==> config.mk <==
export PLATFORM = sky130hd
export DESIGN_NAME = cpu5_instenc
export DESIGN_NICKNAME = d
export VERILOG_FILES = /design/src/rtl/cpu5_instenc.sv
export SDC_FILE = /design/constraint.sdc
export NUM_CORES = 1
export LEC_CHECK = 0
export BUFFER_PORTS_ARGS = -buffer_cell sky130_fd_sc_hd__buf_2
export CAP_MARGIN = 40
export CORE_MARGIN = 2
export CORE_UTILIZATION = 46
export DETAILED_ROUTE_END_ITERATION = 10
export PLACE_DENSITY = 0.76
export SLEW_MARGIN = 0
export SYNTH_ARGS = -nofsm -noshare
export SYNTH_HDL_FRONTEND = slang
export SYNTH_SLANG_ARGS = --single-unit
export TNS_END_PERCENT = 50
==> constraint.sdc <==
create_clock -name clk -period 3.6 [get_ports clk]
set_input_delay 0.72 -clock clk [delete_from_list [all_inputs] [get_ports clk]]
set_output_delay 0.72 -clock clk [all_outputs]
set_load 0.01 [all_outputs]
==> src/rtl/cpu5_instenc.sv <==
// RV32I instruction encoder (LW/SW/ADDI/ADD/SUB/BEQ/BNE/JALR) feeding a small output FIFO.
// Optional immediate-range error tagging is enabled by defining CPU5_INSTENC_IMMCHK_EN.
module cpu5_instenc #(
  parameter int DEPTH = 2,
  parameter int CNT_W = 16
) (
  input  logic                      clk,
  input  logic                      reset,
  input  logic                      flush,
  input  logic                      in_valid,
  output logic                      in_ready,
  input  logic [2:0]                in_kind,
  input  logic [4:0]                in_rd,
  input  logic [4:0]                in_rs1,
  input  logic [4:0]                in_rs2,
  input  logic [31:0]               in_imm,
  output logic                      out_valid,
  input  logic                      out_ready,
  output logic [31:0]               out_inst,
  output logic                      out_err,
  output logic [$clog2(DEPTH):0]    level,
  output logic [CNT_W-1:0]          enc_count
);
  localparam int AW    = $clog2(DEPTH);
  localparam int LVL_W = AW + 1;

  typedef enum logic [2:0] {
    K_LW, K_SW, K_ADDI, K_ADD, K_SUB, K_BEQ, K_BNE, K_JALR
  } kind_e;

  kind_e       kind;
  logic [31:0] enc;

  assign kind = kind_e'(in_kind);

  always_comb begin
    enc = '0;
    case (kind)
      K_LW:   enc = {in_imm[11:0], in_rs1, 3'b010, in_rd, 7'b0000011};
      K_SW:   enc = {in_imm[11:5], in_rs2, in_rs1, 3'b010, in_imm[4:0], 7'b0100011};
      K_ADDI: enc = {in_imm[11:0], in_rs1, 3'b000, in_rd, 7'b0010011};
      K_ADD:  enc = {7'b0000000, in_rs2, in_rs1, 3'b000, in_rd, 7'b0110011};
      K_SUB:  enc = {7'b0100000, in_rs2, in_rs1, 3'b000, in_rd, 7'b0110011};
      K_BEQ:  enc = {in_imm[12], in_imm[10:5], in_rs2, in_rs1, 3'b000,
                     in_imm[4:1], in_imm[11], 7'b1100011};
      K_BNE:  enc = {in_imm[12], in_imm[10:5], in_rs2, in_rs1, 3'b001,
                     in_imm[4:1], in_imm[11], 7'b1100011};
      K_JALR: enc = {in_imm[11:0], in_rs1, 3'b000, in_rd, 7'b1100111};
      default: enc = '0;
    endcase
  end

  logic [31:0]   mem [DEPTH];
  logic [AW-1:0] wr_ptr, rd_ptr;
  logic          push, pop;

  // Full refuses a push even when the head pops in the same cycle.
  assign in_ready  = (level != LVL_W'(DEPTH));
  assign out_valid = (level != '0);
  assign push      = in_valid & in_ready & ~flush;
  assign pop       = out_valid & out_ready & ~flush;

  always_ff @(posedge clk) begin
    if (reset) begin
      wr_ptr    <= '0;
      rd_ptr    <= '0;
      level     <= '0;
      enc_count <= '0;
    end else begin
      if (push) enc_count <= enc_count + CNT_W'(1);
      if (flush) begin
        wr_ptr <= '0;
        rd_ptr <= '0;
        level  <= '0;
      end else begin
        if (push) wr_ptr <= wr_ptr + AW'(1);
        if (pop)  rd_ptr <= rd_ptr + AW'(1);
        case ({push, pop})
          2'b10:   level <= level + LVL_W'(1);
          2'b01:   level <= level - LVL_W'(1);
          default: ;
        endcase
      end
    end
  end

  always_ff @(posedge clk) begin
    if (push && !reset) mem[wr_ptr] <= enc;
  end

  assign out_inst = out_valid ? mem[rd_ptr] : '0;

`ifdef CPU5_INSTENC_IMMCHK_EN
  logic              enc_err;
  logic signed [31:0] simm;
  logic              err_mem [DEPTH];

  assign simm = $signed(in_imm);

  // Branch offsets must also be halfword aligned.
  always_comb begin
    enc_err = 1'b0;
    case (kind)
      K_LW, K_SW, K_ADDI, K_JALR:
        enc_err = (simm < -32'sd2048) || (simm > 32'sd2047);
      K_BEQ, K_BNE:
        enc_err = (simm < -32'sd4096) || (simm > 32'sd4094) || in_imm[0];
      default: enc_err = 1'b0;
    endcase
  end

  always_ff @(posedge clk) begin
    if (push && !reset) err_mem[wr_ptr] <= enc_err;
  end

  assign out_err = out_valid & err_mem[rd_ptr];
`else
  assign out_err = 1'b0;
`endif

endmodule
## After elaboration in Yosys (flattened, before gate mapping)

Memories as Yosys holds them, arrays and structs flattened. A register that Yosys moved wholly into a read port is not among the register bits.
Cells that the tools add are included.

- Register bits: 20
- RAM bits: 64
- Bits of input ports: 55
- Output and inout port bits: 53
- Word-level logic and storage cells: 38
- Memories: 1

Memory list:

| memory | depth | width | read ports | clocked after Yosys merged registers in | wr ports | RTL line | text |
|---|---|---|---|---|---|---|---|
| mem | 2 | 32 | 1 | 1 | 1 | 53 | `logic [31:0] mem [DEPTH];` |

- Add/sub/neg operators: 5
- Eq/ne operators: 10
- Mux-type cells: 7
- Bitwise operators: 5
- Reduce and logical (&&, ||, !) cells: 6

Operators with widths:

| cell | count |
|---|---|
| 32-bit one-hot mux with 8 select lines | 1 |
| 32-bit 2-to-1 mux | 1 |
| 16-bit by 1-bit adder with 16-bit output, second input constant | 1 |
| 3-bit equality test, second input constant | 4 |
| 3-bit by 2-bit equality test with 1-bit output, second input constant | 2 |
| 1-bit AND | 4 |
| 1-bit 2-to-1 mux | 4 |
| 2-bit one-hot mux with 2 select lines | 1 |
| 2-bit nonzero test | 2 |
| 3-bit by 1-bit equality test with 1-bit output, second input constant | 1 |
| 3-bit logical NOT | 1 |
| 1-bit adder, second input constant | 2 |
| 2-bit by 1-bit adder with 2-bit output, second input constant | 1 |
| 2-bit by 1-bit equality test with 1-bit output, second input constant | 1 |
| 2-bit equality test, second input constant | 1 |
| 2-bit != test, second input constant | 1 |
| 2-bit OR reduction | 1 |
| 2-bit by 1-bit subtractor with 2-bit output, second input constant | 1 |
| 1-bit logical AND | 1 |
| 1-bit logical NOT | 1 |
| 1-bit inverter | 1 |

## Depth between registers and ports, before layout

- Word-level depth: 6
- Depth in mapped cells: 8
- Depth with buffers taken out: 8

## Least setup slack after synthesis

Ideal clock, no wire load.

- Kind: input to register
- Start: in flush
- End: mem mem[1][10], enable pin
- Setup time: 0.454 ns
- Arrival time: 3.306 ns
- Required time: 3.146 ns
- Setup slack: -0.161 ns
- Cell stages on the path: 4
- Buffers on the path: 1
- Cells stage by stage: buf_6 -> nor2b_1 -> nand2_1 -> nor3b_1

- Word-level cells in the longest chain between the ends: 5

Ends and longest elaborated chain:

| element | RTL line | text |
|---|---|---|
| from (decl) | 9 | `input logic flush,` |
| 1-bit inverter | 60 | `assign push = in_valid & in_ready & ~flush;` |
| 1-bit AND | 60 |  |
| 1-bit logical AND | 88 | `if (push && !reset) mem[wr_ptr] <= enc;` |
| 1-bit 2-to-1 mux | 88 |  |
| 1-bit 2-to-1 mux (implied by the code) | 88 |  |
| to (decl) | 53 |  |

No other way between the ends.

## Final worst setup path

- Start: reg level[0]
- End: out out_inst[20]

- Word-level cells in the longest chain between the ends: 2

Ends and longest elaborated chain:

| element | RTL line | text |
|---|---|---|
| from (decl) | 21 | `output logic [$clog2(DEPTH):0] level,` |
| from (signal assigned) | 79 | `2'b10: level <= level + LVL_W'(1);` |
| from (signal assigned) | 80 | `2'b01: level <= level - LVL_W'(1);` |
| 2-bit nonzero test | 59 | `assign out_valid = (level != '0);` |
| 32-bit 2-to-1 mux | 91 | `assign out_inst = out_valid ? mem[rd_ptr] : '0;` |
| to (decl) | 19 | `output logic [31:0] out_inst,` |

No other way between the ends.

==> results.toml <==
[status]
status = "completed"

[routing]
drc = 0
wire_per_inst_microns = 14.1
firstDrtPassIters = 4
drtAntennaViolNets = 0
totalWireLength_microns = 6620
via_count = 2339
vias_per_cell = 4.99
drt-initial-drc-count = 108

[job]
max-cap-violations = 0

[timing]
period_minus_slack_ns = 2.56
finalCritPeriodShare_pct = 71.2
tightest_slew_ns = 0.657
fmax_mhz = 390
hold_viol_final = 0
rsz0062_at_grt = "false"
setup_tns_ns = 0
maxSlewHeadroom_pct = 56.2
clock_skew_ns = 0.00657
finalMaxSlewViolations = 0
setup_viol = 0

[logic_synthesis]
yosysSeqAreaShare_pct = 62.0
syn_inst = 281
ys_seq_elements = 77
synth_cell_type_count = 35
avgSynthCellArea_sq_um = 12.1
async_flop_share_pct = 0
yosysWarningCount = 0
synth_edf_count = 56
yosys_most_used_dff = "edfxtp_1"
syn_area_sq_um = 3390

[floorplanning]
die_y_microns = 89.8
std_cell_rows = 31
die_x_microns = 89.8
dieArea_sq_um = 8070
num_io_pins = 108
core_area_sq_um = 7180
start_util_pct = 47.2

[min_path]
timing.hold.worst_path_depth = 2
min_from = "enc_count[1]$_SDFFE_PP0P_"
hp-class = "register to register"
hold-path-endpoint = "enc_count[1]$_SDFFE_PP0P_"

[grt]
gr-total-overflow = 0
grt_pass1_vias = 2168
grt_antenna_before_repair = 0
grtUsageTotal_pct = 16.6
grt_pass1_wl_microns = 10600
grt_max_degree = 29

[power]
p_per_area_nw_per_um2 = 417
power_leakage_nw = 1.56
ir_drop_uv = 188

[finish]
most-common-layout-cells = "buf_2, edfxtp_1, nor2_1"
fin_util_pct = 57.0
fin_nets = 422
final_layout_size_suffix_gt1_share_pct = 30.8
num_antenna_cells = 0
nFillCells = 587
areaGrowthSynthToFinish_pct = 20.6
final_common_cell = "buf_2"

[setup_path]
crit_path_max_fanout = 15
crit_chain = "nor2_2, buf_4, nor2_1, buf_2"
r2r-start = "level[0]$_SDFFE_PP0P_"
endpoint_kind = "primary output"
max_stage_delay_ns = 0.54
slowest_stage = "nor2_2"
r2r_end = "mem[1][2]$_DFFE_PP_"
critical_path_class = "register to primary output"
crit_buf_inv = 2
reg2regPathDepth = 5
startpoint_type = "register"
reg2reg_slack_ns = 1.34
cp.required_ns = 2.88
path_delay_family = "simple AND/OR/NAND/NOR gates"
crit_arrival_ns = 1.84

[cts]
cts_resized = 0
numCtsBuffers = 9
cts_max_path_buffers = 2
holdBufCountCts = 0
h-tree-depth = 3
clk_pin_slew_ns = 0.07
cts_setup_buffers = 0
cts_tree = "built"
cts.sinks = 77
cts-root-buf = "clkbuf_8"
clock_latency_ns = 0.33

[placement]
place_hpwl_microns = 4630
place_congestion = 0.727
io_buffers = 85
-- per-layer routing --
metal | GRT usage [%] | wire length, microns | up-vias
met5 | 0 | 0 | -
met4 | 5.77 | 78 | 0
met3 | 4.78 | 387 | 6
met2 | 27.3 | 3350 | 68
met1 | 21.0 | 2800 | 1093
li1 | - | - | 1172
-- how the worst max path moves through the flow --
stage                               start                    to  depth (start not counted)
finish              level[0]$_SDFFE_PP0P_          out_inst[20]                          4
global route        level[0]$_SDFFE_PP0P_          out_inst[30]                          4
CTS                 level[0]$_SDFFE_PP0P_          out_inst[20]                          4
detailed placement                  flush  mem[1][26]$_DFFE_PP_                          5
global placement                    flush  mem[1][26]$_DFFE_PP_                          5
floorplan                           flush  mem[0][10]$_DFFE_PP_                          4
-- synthesized netlist by cell type (2+ instances only) --
| library cell | count | share of area, % |
|---|---|---|
| a21oi_1 | 13 | 1.9 |
| and2_1 | 5 | 0.92 |
| and3_1 | 2 | 0.37 |
| buf_1 | 3 | 0.33 |
| buf_2 | 2 | 0.30 |
| buf_4 | 5 | 1.1 |
| clkbuf_1 | 7 | 0.78 |
| dfxtp_1 | 21 | 12 |
| edfxtp_1 | 56 | 50 |
| ha_1 | 2 | 0.74 |
| inv_1 | 5 | 0.55 |
| mux2_2 | 9 | 3.0 |
| mux2i_1 | 29 | 8.6 |
| nand2_1 | 11 | 1.2 |
| nand3_1 | 7 | 1.0 |
| nand4_1 | 3 | 0.55 |
| nor2_1 | 47 | 5.2 |
| nor2b_1 | 2 | 0.37 |
| nor3_1 | 6 | 0.89 |
| nor3b_1 | 2 | 0.44 |
| nor4_1 | 3 | 0.55 |
| o21ai_0 | 6 | 0.89 |
| o31ai_1 | 4 | 0.89 |
| or3_1 | 6 | 1.1 |
| or4_1 | 4 | 0.89 |
| xnor2_1 | 6 | 1.6 |
| xor2_1 | 7 | 1.8 |
-- final cells by class --
class	count	area [sq um]	area share [%]
inverter	5	18.8	0.459
multi-input combinational	183	1200	29.3
timing repair buffer	89	468	11.4
tap	99	124	3.03
clock buffer	14	143	3.49
clock inverter	2	33.8	0.826
sequential	77	2100	51.5
-- kinds of logic after synthesis --
kind of cell	synth area share, %
fa+ha+maj	0.738
mux	11.6
other cells	0.111
simple gates	14.7
compound gates	4.06
flops	62.0
xor+xnor	3.36
buf+inv	3.40
-- registers in the layout (all words and copies together), names as in the netlist, named ones only --
name       flops
wr_ptr         1
mem           56
level          2
rd_ptr         1
enc_count     16
-- tightest hold or removal path: stages, from the launching register on --
cell and delay (ns):
dfxtp_1 0.33, nand2_1 0.06, a21oi_1 0.05
-- per-stage QoR --
step                      instances  hold WS (ns)  total power, W  cell area (sq um)  setup slack [ns]
final                           469         0.488         0.00171               4090              1.04
after global routing            469         0.520         0.00178               4090             0.878
after global placement          452         0.469         0.00112               3890             0.950
after detailed placement        453         0.478         0.00113               3910             0.902
after CTS                       469         0.489         0.00172               4090             0.992
after floorplan                 283         0.496         0.00108               3400           0.00785
-- power by group --
part           switching (W)  leakage (nW)  internal (W)
sequential        0.00000641         0.679      0.000971
clock               0.000279        0.0863      0.000320
combinational      0.0000757         0.793     0.0000545
total               0.000361          1.56       0.00135
Note: power is estimated with default switching activity, not from simulation.
